File: config.mk
export PLATFORM = sky130hd
export DESIGN_NAME = bus_cycle_ctl
export DESIGN_NICKNAME = d
export VERILOG_FILES = /design/src/rtl/bus_pkg.sv /design/src/rtl/bus_watchdog.sv /design/src/rtl/bus_cycle_ctl.sv
export SDC_FILE = /design/constraint.sdc
export NUM_CORES = 1
export LEC_CHECK = 0
export CAP_MARGIN = 20
export CORE_MARGIN = 1.5
export CORE_UTILIZATION = 38
export CTS_CLUSTER_SIZE = 12
export DETAILED_ROUTE_END_ITERATION = 16
export SLEW_MARGIN = 20
export SYNTH_ARGS = -nofsm -noshare
export SYNTH_HDL_FRONTEND = slang
export SYNTH_SLANG_ARGS = --single-unit
File: constraint.sdc
create_clock -name clk -period 3 [get_ports clk]
set_clock_uncertainty 0.05 [all_clocks]
set_input_delay 0.6 -clock clk [delete_from_list [all_inputs] [get_ports clk]]
set_output_delay 0.6 -clock clk [all_outputs]
set_load 0.01 [all_outputs]
File: src/rtl/bus_pkg.sv
// Shared types and constants for the 68000 bus-cycle controller.
// Latency: none (types, constants and a pure decode function only).
// Backpressure: n/a.
package bus_pkg;

  // Controller states: idle bus, cycle in progress, acknowledged, bus-errored.
  typedef enum logic [1:0] {
    ST_IDLE = 2'd0,
    ST_WAIT = 2'd1,
    ST_ACK  = 2'd2,
    ST_BERR = 2'd3
  } state_t;

  // Target of a decoded /AS cycle.
  typedef enum logic [1:0] {
    REG_ROM   = 2'd0,
    REG_RAM   = 2'd1,
    REG_DUART = 2'd2,
    REG_NONE  = 2'd3
  } region_t;

  // A23..A20 region codes.
  localparam logic [3:0] ADDR_ROM     = 4'h0;
  localparam logic [3:0] ADDR_RAM     = 4'h1;
  localparam logic [3:0] ADDR_ROM_ALT = 4'hE;
  localparam logic [3:0] ADDR_DUART   = 4'hF;

  // Counter widths: wait states up to 15, watchdog up to 255, boot count up to 255.
  localparam int WAIT_CNT_W = 4;
  localparam int WDOG_CNT_W = 8;
  localparam int BOOT_CNT_W = 8;

  // Map A23..A20 to a region. With the boot overlay present, region 0 reads
  // as ROM only while boot_active, and 4'hE is a permanent ROM alias.
  function automatic region_t decode_region(input logic [3:0] addr,
                                            input logic       overlay_en,
                                            input logic       boot_active);
    region_t r;
    r = REG_NONE;
    case (addr)
      ADDR_ROM:     r = (overlay_en && !boot_active) ? REG_RAM : REG_ROM;
      ADDR_RAM:     r = REG_RAM;
      ADDR_DUART:   r = REG_DUART;
      ADDR_ROM_ALT: r = overlay_en ? REG_ROM : REG_NONE;
      default:      r = REG_NONE;
    endcase
    return r;
  endfunction

endpackage

File: src/rtl/bus_watchdog.sv
// Bus-cycle watchdog: saturating clock counter that flags when a cycle has waited BERR_TIMEOUT clocks.
// Latency: expired is combinational and high during the clock whose edge brings the count to BERR_TIMEOUT.
// Backpressure: none; clear has priority over enable.
module bus_watchdog
  import bus_pkg::*;
#(
  parameter int BERR_TIMEOUT = 64
) (
  input  logic clk,
  input  logic reset,
  input  logic clear,
  input  logic enable,
  output logic expired
);

  localparam logic [WDOG_CNT_W-1:0] LIMIT      = WDOG_CNT_W'(BERR_TIMEOUT);
  localparam logic [WDOG_CNT_W-1:0] LIMIT_LAST = WDOG_CNT_W'(BERR_TIMEOUT - 1);

  logic [WDOG_CNT_W-1:0] cnt;

  // Count enabled clocks since the last clear, stopping at the limit.
  always_ff @(posedge clk or negedge reset) begin
    if (!reset) begin
      cnt <= '0;
    end else if (clear) begin
      cnt <= '0;
    end else if (enable && (cnt != LIMIT)) begin
      cnt <= cnt + WDOG_CNT_W'(1);
    end
  end

  // The controller acts on the same edge that the count reaches the limit,
  // so flag one count early.
  always_comb begin
    expired = enable && !clear && (cnt >= LIMIT_LAST);
  end

endmodule

File: src/rtl/bus_cycle_ctl.sv
// 68000 bus-cycle controller: decodes /AS cycles, drives ROM/RAM/DUART selects, /DTACK and /BERR.
// Latency: selects one edge after /AS is sampled; /DTACK after per-region wait states or the DUART ack.
// Backpressure: cycles with no acknowledge get /BERR after BERR_TIMEOUT clocks; optional BOOT_OVERLAY_EN macro.
module bus_cycle_ctl
  import bus_pkg::*;
#(
  parameter int ROM_WAIT     = 2,
  parameter int RAM_WAIT     = 0,
  parameter int BERR_TIMEOUT = 64
`ifdef BOOT_OVERLAY_EN
  , parameter int BOOT_CYCLES = 4
`endif
) (
  input  logic       clk,
  input  logic       reset,
  input  logic       as_n,
  input  logic       uds_n,
  input  logic       lds_n,
  input  logic [3:0] addr,
  input  logic       duart_dtack_n,
  output logic       rom_evn_cs_n,
  output logic       rom_odd_cs_n,
  output logic       ram_evn_cs_n,
  output logic       ram_odd_cs_n,
  output logic       duart_cs_n,
  output logic       dtack_n,
  output logic       berr_n
);

  state_t                state;
  region_t               region;
  region_t               dec_region;
  logic [WAIT_CNT_W-1:0] wait_cnt;
  logic [WAIT_CNT_W-1:0] dec_wait;
  logic                  duart_ack_q;
  logic                  ack_now;
  logic                  wdog_clear;
  logic                  wdog_en;
  logic                  wdog_expired;
  logic                  overlay_en;
  logic                  boot_active;
  logic                  rom_evn_nxt;
  logic                  rom_odd_nxt;
  logic                  ram_evn_nxt;
  logic                  ram_odd_nxt;
  logic                  duart_nxt;

`ifdef BOOT_OVERLAY_EN
  logic [BOOT_CNT_W-1:0] boot_cnt;
  assign overlay_en  = 1'b1;
  assign boot_active = (boot_cnt < BOOT_CNT_W'(BOOT_CYCLES));
`else
  assign overlay_en  = 1'b0;
  assign boot_active = 1'b0;
`endif

  // Decode the address of a new cycle and pick its wait-state count.
  always_comb begin
    dec_region = decode_region(addr, overlay_en, boot_active);
    dec_wait   = '0;
    case (dec_region)
      REG_ROM: dec_wait = WAIT_CNT_W'(ROM_WAIT);
      REG_RAM: dec_wait = WAIT_CNT_W'(RAM_WAIT);
      default: dec_wait = '0;
    endcase
  end

  // Chip-select levels for the latched region; memory byte lanes follow the
  // live data strobes, the DUART ignores them.
  always_comb begin
    rom_evn_nxt = 1'b1;
    rom_odd_nxt = 1'b1;
    ram_evn_nxt = 1'b1;
    ram_odd_nxt = 1'b1;
    duart_nxt   = 1'b1;
    case (region)
      REG_ROM: begin
        rom_evn_nxt = uds_n;
        rom_odd_nxt = lds_n;
      end
      REG_RAM: begin
        ram_evn_nxt = uds_n;
        ram_odd_nxt = lds_n;
      end
      REG_DUART: duart_nxt = 1'b0;
      default: ;
    endcase
  end

  // Acknowledge source for the current cycle: wait-state countdown for
  // memory, the registered DUART acknowledge for the DUART, never otherwise.
  always_comb begin
    ack_now = 1'b0;
    case (region)
      REG_ROM, REG_RAM: ack_now = (wait_cnt == '0);
      REG_DUART:        ack_now = duart_ack_q;
      default:          ack_now = 1'b0;
    endcase
  end

  // Register the DUART acknowledge, only while its cycle is live, so a stale
  // strobe from a previous access cannot complete a new one.
  always_ff @(posedge clk or negedge reset) begin
    if (!reset) begin
      duart_ack_q <= 1'b0;
    end else begin
      duart_ack_q <= (state == ST_WAIT) && (region == REG_DUART) && !as_n && !duart_dtack_n;
    end
  end

  assign wdog_clear = (state == ST_IDLE);
  assign wdog_en    = (state == ST_WAIT) && !as_n;

  bus_watchdog #(
    .BERR_TIMEOUT (BERR_TIMEOUT)
  ) u_watchdog (
    .clk     (clk),
    .reset   (reset),
    .clear   (wdog_clear),
    .enable  (wdog_en),
    .expired (wdog_expired)
  );

  // Bus-cycle FSM with registered chip selects, /DTACK and /BERR.
  always_ff @(posedge clk or negedge reset) begin
    if (!reset) begin
      state        <= ST_IDLE;
      region       <= REG_NONE;
      wait_cnt     <= '0;
      rom_evn_cs_n <= 1'b1;
      rom_odd_cs_n <= 1'b1;
      ram_evn_cs_n <= 1'b1;
      ram_odd_cs_n <= 1'b1;
      duart_cs_n   <= 1'b1;
      dtack_n      <= 1'b1;
      berr_n       <= 1'b1;
`ifdef BOOT_OVERLAY_EN
      boot_cnt     <= '0;
`endif
    end else begin
      case (state)
        ST_IDLE: begin
          if (!as_n) begin
            region   <= dec_region;
            wait_cnt <= dec_wait;
            state    <= ST_WAIT;
          end
        end
        ST_WAIT: begin
          if (as_n) begin
            // CPU abandoned the cycle: drop everything without a pulse.
            rom_evn_cs_n <= 1'b1;
            rom_odd_cs_n <= 1'b1;
            ram_evn_cs_n <= 1'b1;
            ram_odd_cs_n <= 1'b1;
            duart_cs_n   <= 1'b1;
            state        <= ST_IDLE;
          end else if (ack_now) begin
            // Acknowledge beats a coincident watchdog expiry.
            rom_evn_cs_n <= rom_evn_nxt;
            rom_odd_cs_n <= rom_odd_nxt;
            ram_evn_cs_n <= ram_evn_nxt;
            ram_odd_cs_n <= ram_odd_nxt;
            duart_cs_n   <= duart_nxt;
            dtack_n      <= 1'b0;
            state        <= ST_ACK;
          end else if (wdog_expired) begin
            rom_evn_cs_n <= 1'b1;
            rom_odd_cs_n <= 1'b1;
            ram_evn_cs_n <= 1'b1;
            ram_odd_cs_n <= 1'b1;
            duart_cs_n   <= 1'b1;
            berr_n       <= 1'b0;
            state        <= ST_BERR;
          end else begin
            rom_evn_cs_n <= rom_evn_nxt;
            rom_odd_cs_n <= rom_odd_nxt;
            ram_evn_cs_n <= ram_evn_nxt;
            ram_odd_cs_n <= ram_odd_nxt;
            duart_cs_n   <= duart_nxt;
            if (wait_cnt != '0) begin
              wait_cnt <= wait_cnt - WAIT_CNT_W'(1);
            end
          end
        end
        ST_ACK, ST_BERR: begin
          if (as_n) begin
            rom_evn_cs_n <= 1'b1;
            rom_odd_cs_n <= 1'b1;
            ram_evn_cs_n <= 1'b1;
            ram_odd_cs_n <= 1'b1;
            duart_cs_n   <= 1'b1;
            dtack_n      <= 1'b1;
            berr_n       <= 1'b1;
            state        <= ST_IDLE;
`ifdef BOOT_OVERLAY_EN
            // Completed cycles (ack or bus error) advance the boot window.
            if (boot_active) begin
              boot_cnt <= boot_cnt + BOOT_CNT_W'(1);
            end
`endif
          end
        end
        default: state <= ST_IDLE;
      endcase
    end
  end

endmodule

After elaboration in Yosys (flattened, before gate mapping)
Index checks and enable logic that the tools add are counted.

word-level totals
  register bits after elaboration = 24
  logic and storage cells = 110
  bits of input ports = 10
  output and inout bits = 7

operators by class
  order comparisons = 1
  multiplexer cells = 50
  add/sub/neg operators = 2
  bitwise logic cells = 1
  reductions and logical operators = 27
  equality and inequality tests = 17

operators with widths
  operator                                                                             count
  1-bit 2-to-1 mux                                                                     26
  4-bit 2-to-1 mux                                                                     5
  8-bit 2-to-1 mux                                                                     2
  1-bit one-hot mux with 2 select lines                                                8
  2-bit 2-to-1 mux                                                                     6
  2-bit inequality test, second input constant                                         6
  2-bit one-hot mux with 3 select lines                                                2
  8-bit by 1-bit adder with 8-bit output, second input constant                        1
  8-bit by 6-bit greater-or-equal comparator with 1-bit output, second input constant  1
  4-bit logical NOT                                                                    2
  8-bit by 7-bit inequality test with 1-bit output, second input constant              1
  4-bit one-hot mux with 2 select lines                                                1
  1-bit logical AND                                                                    7
  2-bit equality test, second input constant                                           3
  2-bit logical NOT                                                                    3
  6-bit AND reduction                                                                  1
  2-bit nonzero test                                                                   3
  5-bit AND reduction                                                                  1
  2-bit by 1-bit equality test with 1-bit output, second input constant                2
  4-bit by 1-bit equality test with 1-bit output, second input constant                1
  4-bit equality test, second input constant                                           1
  2-bit by 1-bit inequality test with 1-bit output, second input constant              2
  4-bit by 3-bit inequality test with 1-bit output, second input constant              1
  2-bit AND reduction                                                                  2
  other kinds (7)                                                                      10

Longest topological paths before layout
Gate-level depths: netlist (run 1).

  depth after elaboration = 8
  gate-level depth with buffers = 7
  gate-level depth less buffers = 7

By module
A second synthesis (run 1) with hierarchy kept.

second synthesis, totals
  cell total of the unflattened synthesis = 132
  area, all modules = 1286.2 um^2

by module, submodules not included
  module         area each (um^2)  cells each  seq. area each (um^2)  instances
  bus_cycle_ctl  828.3             83          411.6                  1
  bus_watchdog   457.9             49          200.2                  1

Least setup slack after synthesis (run 1)
Ideal clock, no wire load.

  kind = input -> register
  start point = in as_n
  end point = reg u_watchdog.cnt[6]
  slack = 1.268 ns
  path buffers = 1
  stages = 6
  setup time = 0.135 ns
  data arrival time = 1.547 ns
  path through = buf_2 > nor2_2 > o41ai_2 > or3_1 > xor2_1 > nor2_1

between the ends
  cells in the longest elaborated chain, start to end = 4

ends and longest elaborated chain
  element                       RTL line              text
  from (decl)                   bus_cycle_ctl.sv:16   input logic as_n,
  1-bit logical NOT             --
  1-bit logical AND             bus_cycle_ctl.sv:112  assign wdog_en = (state == ST_WAIT) && !as_n;
  1-bit logical AND             bus_watchdog.sv:27    end else if (enable && (cnt != LIMIT)) begin
  2-bit nonzero test (no line)  --
  to (signal assigned)          bus_watchdog.sv:28    cnt <= cnt + WDOG_CNT_W'(1);
  to (decl)                     bus_watchdog.sv:19    logic [WDOG_CNT_W-1:0] cnt;

Every way passes these cells.
A chain may end at the register's enable or synchronous reset.

Worst setup path in the final report (run 1)
  start point = in as_n
  end point = reg u_watchdog.cnt[7]

The elaborated chain is that of the path after synthesis.

==> results of run 1 <==
-- per-layer routing --
metal  vias to the layer above  part of all wire  wire [microns]  global-route usage
li1                        493                 -               -                   -
met1                       471              0.50            1210               0.217
met2                         9              0.46            1120               0.247
met3                         2             0.029              70              0.0512
met4                         0            0.0087              21              0.0280
met5                         -                 0               0                   0
-- state kept, by name, indices dropped and copies added, names as in the netlist --
signal          cells
u_watchdog.cnt      8
wait_cnt            4
region              2
state               2
berr_n              1
dtack_n             1
duart_ack_q         1
duart_cs_n          1
ram_evn_cs_n        1
ram_odd_cs_n        1
rom_evn_cs_n        1
rom_odd_cs_n        1
-- layout make-up --
type	instances	area share
clock buffer	3	0.0149
clock inverter	1	0.0198
inverter	9	0.0223
multi-input combinational	93	0.393
sequential	24	0.403
tap	44	0.0363
timing repair buffer	17	0.111
-- cells in the mapped netlist (2+ instances only) --
| cell | n |
|---|---|
| dfstp_2 | 9 |
| a21oi_1 | 7 |
| xnor2_1 | 4 |
| nand2_1 | 12 |
| and3_1 | 2 |
| nor2_1 | 18 |
| nand4_1 | 3 |
| ha_1 | 3 |
| dfrtp_1 | 15 |
| o32a_1 | 4 |
| o21ai_1 | 3 |
| buf_2 | 2 |
| or3_1 | 4 |
| inv_1 | 9 |
| mux2i_1 | 2 |
| o21ai_0 | 5 |
| nor3_1 | 4 |
| xor2_1 | 2 |
-- cells by family (layout without fill, tap and decap cells) --
group / count (synthesis) / in the layout / share of synthesized area
and+or+nand+nor: 55 / 55 / 0.231
AOI/OAI and AO/OA: 27 / 27 / 0.154
DFF: 24 / 24 / 0.485
buffers and inverters: 12 / 30 / 0.0436
xor gates and xnor gates: 6 / 6 / 0.0416
adders and majority gates: 3 / 3 / 0.0297
muxes: 2 / 2 / 0.0159
-- final timing paths --
path,end,slack (ns),cells after the start
hold reg to reg,dtack_n$_DFFE_PN1P_,0.46,2
hold / removal,dtack_n$_DFFE_PN1P_,0.46,2
setup / recovery,u_watchdog.cnt[7]$_DFFE_PN0P_,0.92,6
min in group asynchronous,u_watchdog.cnt[7]$_DFFE_PN0P_,0.69,1
setup reg to reg,wait_cnt[3]$_DFFE_PN0P_,1.13,7
max in group asynchronous,dtack_n$_DFFE_PN1P_,1.52,2
-- worst register-to-register path, stage by stage (launching register included) --
cell	delay (ns)
dfrtp_1	0.41
inv_1	0.08
ha_1	0.19
or3b_1	0.36
o211a_1	0.16
o211ai_2	0.27
or3_1	0.15
a21oi_1	0.06
-- power breakdown --
part / total [mW] / leakage [nW] / switching [mW] / internal [mW]
clock: 0.234 / 0.0279 / 0.0993 / 0.135
sequential: 0.440 / 0.296 / 0.0496 / 0.390
combinational: 0.268 / 0.295 / 0.136 / 0.132
total: 0.942 / 0.619 / 0.285 / 0.657
-- metrics by stage --
step / worst slack, ns / total power [mW] / area, sq um
3_3_place_gp: 0.602 / 0.708 / 1460
3_5_place_dp: 0.561 / 0.715 / 1460
2_1_floorplan: 1.27 / 0.625 / 1260
6_report: 0.922 / 0.942 / 1520
4_1_cts: 0.916 / 0.952 / 1520
5_1_grt: 0.776 / 1.02 / 1520
-- placed cells by master (no fill, tap or decap), types with 4 or more instances in the layout --
master	count
or3_1	4
a21oi_1	7
dfstp_2	9
clkdlybuf4s50_1	16
xnor2_1	4
o21ai_0	5
nand2_1	12
dfrtp_1	15
nor2_1	18
o32a_1	4
inv_1	9
nor3_1	4
==> flow_metrics.env, run 1 <==
export IMPL_critPathKind="input port to flop"
export IMPL_clk_pin_slew_worst_paths_ns=0.13
export IMPL_synth_async_reset_ratio=1.00
export IMPL_ctsRootBufferMaster="clkbuf_4"
export IMPL_grt_pass1_vias=964
export IMPL_synth_edff_count=0
export IMPL_grt_pass1_wl_mm=4.30
export IMPL_holdWs_ns=0.465
export IMPL_max_slew_margin_rel=0.446
export IMPL_leakagePower_nw=0.619
export IMPL_drc=0
export IMPL_hold_violations=0
export IMPL_gr_usage_all_layers=0.157
export IMPL_rsz0062_at_grt="no"
export IMPL_wl_per_cell_microns=12.7
export IMPL_initial_core_util=0.407
export IMPL_required_ns=3.15
export IMPL_num_vias=975
export IMPL_antenna_found_initial=0
export IMPL_drv_cap=0
export IMPL_hp_class="flop to flop"
export IMPL_syn_cell_area_sq_mm=0.00126
export IMPL_die_area_sq_mm=0.00368
export IMPL_yosys_top_cells_area="dfrtp_1, dfstp_2, nor2_1, nand2_1, o32a_1"
export IMPL_worstSetupEndpointType="flop"
export IMPL_final_setup_tns_ns=0
export IMPL_ir_drop_mv=0.421
export IMPL_crit_chain="clkdlybuf4s50_1 -> or3b_4 -> nor3_2 -> and3_1 -> xnor2_1 -> nor2_1"
export IMPL_power_density_mw_per_mm2=621
export IMPL_place_gp_congestion=0.756
export IMPL_multi_input_area_sq_um=596
export IMPL_slowest_delay_ns=0.60
export IMPL_stdcell_count=191
export IMPL_startpoint="as_n"
export IMPL_clk_path_buf_depth=2
export IMPL_grt_overflow_total=0
export IMPL_die_h_microns=60.6
export IMPL_clk_latency_ns=0.32
export IMPL_worstHoldStart="dtack_n$_DFFE_PN1P_"
export IMPL_routed_wl_mm=2.42
export IMPL_cp_start_kind="input port"
export IMPL_yosysTopAreaCellShare=0.297
export IMPL_final_nets=161
export IMPL_synth_warning_count=0
export IMPL_final_layout_size_suffix_gt1_frac=0.136
export IMPL_grt_max_degree=19
export IMPL_ctsHtreeMaxLevel=1
export IMPL_cts_tree="built"
export IMPL_synthCells=129
export IMPL_fillers=322
export IMPL_final_util=0.489
export IMPL_cp_top_family="simple AND/OR/NAND/NOR gates"
export IMPL_rr_startpoint="wait_cnt[0]$_DFFE_PN0P_"
export IMPL_status="finished clean"
export IMPL_hpwl_mm=1.88
export IMPL_cp_slowest_cell="clkdlybuf4s50_1"
export IMPL_portBuffers=16
export IMPL_placedCellCount=187
export IMPL_max_slew_worst_pin_slew_ns=0.829
export IMPL_path_buf_inv=1
export IMPL_numCtsBuffers=3
export IMPL_drt_iter0_markers=26
export IMPL_crit_fanout=11
export IMPL_ant_nets=0
export IMPL_timing_final_crit_share=0.693
export IMPL_row_count=20
export IMPL_seq_area_frac_synth=0.485
export IMPL_cts_hold_buffers=0
export IMPL_finalMaxSlewViolations=0
export IMPL_cts_resized=0
export IMPL_design_core_area_sq_mm=0.00310
export IMPL_drt_pass1_iterations=4
export IMPL_yosys_register_bits=24
export IMPL_synthFlopType="dfrtp_1"
export IMPL_finalSetupViolCount=0
export IMPL_dieWidth_microns=60.6
export IMPL_fmax_mhz=481
export IMPL_finalCriticalPeriod_ns=2.08
export IMPL_register_area_sq_um=612
export IMPL_cts_sinks=24
export IMPL_post_cts_buffers=0
export IMPL_synth_cell_types=39
export IMPL_vias_per_cell=5.10
export IMPL_syn_avg_cell_area_sq_um=9.79
export IMPL_synth_fp_nets=142
export IMPL_syn_to_final_growth_pct=20.1
export IMPL_n_antenna_cell=0
export IMPL_crit_arrival_ns=2.23
export IMPL_synth_largest_area_cell="dfrtp_1"
export IMPL_ios=17
No activity file was read; power rests on OpenSTA's default activity.
==> inputs of run 2 (changes only) <==
==> constraint.sdc (replaced) <==
create_clock -name clk -period 1.9 [get_ports clk]
set_clock_uncertainty 0.05 [all_clocks]
set_input_delay 0.38 -clock clk [delete_from_list [all_inputs] [get_ports clk]]
set_output_delay 0.38 -clock clk [all_outputs]
set_load 0.01 [all_outputs]
==> run 2 against run 1 <==
Effect of this change:
- non-clock buffer count grew 6
- setup slack lost 0.86 ns
- final cell count is 3.1% higher
- core utilization is 2.0 points higher
- largest power group unchanged
- global-route usage is 0.42 points higher
- critical endpoint is now wait_cnt[1]$_DFFE_PN0P_
- critical path type is now flop to flop
- power up 60%
==> flow_metrics.env, run 2 (synthesized netlist as in run 1, its figures left out) <==
export IMPL_row_count=20
export IMPL_grt_pass1_wl_mm=4.46
export IMPL_drv_cap=0
export IMPL_place_gp_congestion=0.869
export IMPL_ir_drop_mv=0.471
export IMPL_register_area_sq_um=613
export IMPL_gr_usage_all_layers=0.162
export IMPL_routed_wl_mm=2.65
export IMPL_finalSetupViolCount=0
export IMPL_final_area_sq_mm=0.00158
export IMPL_max_slew_worst_pin_slew_ns=0.536
export IMPL_cp_start_kind="flop"
export IMPL_n_antenna_cell=0
export IMPL_grt_max_degree=25
export IMPL_regMostFlops="u_watchdog.cnt"
export IMPL_power_frac_comb=0.353
export IMPL_largest_register_ff_count=8
export IMPL_pwr_share_clk=0.177
export IMPL_finalCriticalPeriod_ns=1.84
export IMPL_leakagePower_nw=0.640
export IMPL_final_nets=167
export IMPL_finalMaxSlewViolations=0
export IMPL_grt_overflow_total=0
export IMPL_dieWidth_microns=60.6
export IMPL_max_slew_margin_rel=0.641
export IMPL_crit_arrival_ns=2.03
export IMPL_clk_pin_slew_worst_paths_ns=0.13
export IMPL_portBuffers=16
export IMPL_design_core_area_sq_mm=0.00310
export IMPL_clk_latency_ns=0.30
export IMPL_wl_per_cell_microns=13.4
export IMPL_layout_commonest_cell="nor2_1"
export IMPL_die_area_sq_mm=0.00368
export IMPL_p_sw_uw=487
export IMPL_num_vias=1011
export IMPL_mostFrequentLayoutCells="nor2_1, clkdlybuf4s50_1, dfrtp_1"
export IMPL_worstSetupEndpointType="flop"
export IMPL_required_ns=2.09
export IMPL_fillers=321
export IMPL_cts_hold_buffers=0
export IMPL_rr_worst_depth=8
export IMPL_initial_core_util=0.407
export IMPL_vias_per_cell=5.13
export IMPL_power_internal_mw=1.02
export IMPL_drt_iter0_markers=36
export IMPL_power_mw=1.50
export IMPL_critPathKind="flop to flop"
export IMPL_clk_path_buf_depth=2
export IMPL_die_h_microns=60.6
export IMPL_multi_input_area_sq_um=628
export IMPL_syn_to_final_growth_pct=25.1
export IMPL_drt_pass1_iterations=4
export IMPL_drc=0
export IMPL_power_density_mw_per_mm2=953
export IMPL_ant_nets=0
export IMPL_ctsRootBufferMaster="clkbuf_4"
export IMPL_hp_class="input port to async pin"
export IMPL_numCtsBuffers=3
export IMPL_status="finished clean"
export IMPL_cts_tree="built"
export IMPL_ios=17
export IMPL_grt_pass1_vias=946
export IMPL_final_layout_size_suffix_gt1_frac=0.209
export IMPL_hold_violations=0
export IMPL_timing_final_crit_share=0.966
export IMPL_antenna_found_initial=0
export IMPL_fmax_mhz=545
export IMPL_placed_cell_area_sq_mm=0.00150
export IMPL_p_sw_frac=0.324
export IMPL_top_regs="u_watchdog.cnt (8), wait_cnt (4)"
export IMPL_hpwl_mm=1.92
export IMPL_crit_fanout=6
export IMPL_seq_power_share=0.470
export IMPL_ctsHtreeMaxLevel=1
export IMPL_cts_sinks=24
-- run 2: cell types whose count changed in the layout (fill, tap and decap cells not counted), sizes merged --
cell	change
clkbuf	+1
buf	+6
bufinv	-1
-- run 2: area by class of cell --
class	instances	area share
Inverter	9	0.0214
Multi-Input combinational cell	93	0.398
Clock buffer	4	0.0230
Tap cell	44	0.0349
Timing Repair Buffer	23	0.135
Sequential cell	24	0.388
-- run 2: metal layers --
metal / track usage / wire (microns)
met1: 0.232 / 1230
met2: 0.258 / 1330
met3: 0.0192 / 65
met4: 0.0466 / 15
met5: 0 / 0
-- run 2: final timing paths --
kind,from,to,slack [ns]
worst max-delay path,wait_cnt[0]$_DFFE_PN0P_,wait_cnt[1]$_DFFE_PN0P_,0.06
worst min-delay path,reset,u_watchdog.cnt[7]$_DFFE_PN0P_,0.36
worst max register to register,wait_cnt[0]$_DFFE_PN0P_,wait_cnt[1]$_DFFE_PN0P_,0.06
worst min register to register,dtack_n$_DFFE_PN1P_,dtack_n$_DFFE_PN1P_,0.46
max in group asynchronous,reset,dtack_n$_DFFE_PN1P_,1.15
min in group clk,dtack_n$_DFFE_PN1P_,dtack_n$_DFFE_PN1P_,0.46
-- run 2: critical path, cell delays in order, from the launching register on --
cell,delay (ns)
dfrtp_1,0.42
inv_2,0.07
ha_2,0.19
or3b_4,0.39
o211a_4,0.16
o211ai_4,0.24
buf_4,0.15
nand2_1,0.04
o21ai_0,0.06
-- run 2: stage by stage --
stage / hold slack, ns / TNS [ns] / std cells / utilization / setup WS, ns
2_1_floorplan: 0.0344 / 0 / 129 / - / 0.265
3_3_place_gp: 0.433 / -0.0303 / 192 / 0.484 / -0.0303
3_5_place_dp: 0.442 / -0.102 / 192 / 0.484 / -0.0902
4_1_cts: 0.362 / 0 / 196 / 0.496 / 0.0459
5_1_grt: 0.376 / -0.100 / 197 / 0.509 / -0.0380
6_report: 0.358 / 0 / 197 / 0.509 / 0.0646
-- run 2: power by group through the flow --
stage	Sequential (mW)	Clock (mW)	Combinational [mW]
after floorplan	0.689	0	0.298
final	0.707	0.266	0.531
after detailed placement	0.705	0	0.437
after global placement	0.700	0	0.425
after CTS	0.696	0.277	0.441
after global routing	0.725	0.300	0.596
-- run 2: repair_timing --
action / in CTS / in global routing
resized for setup: 0 / 11
setup buffers: 0 / 1
setup endpoints to repair: 0 / 7
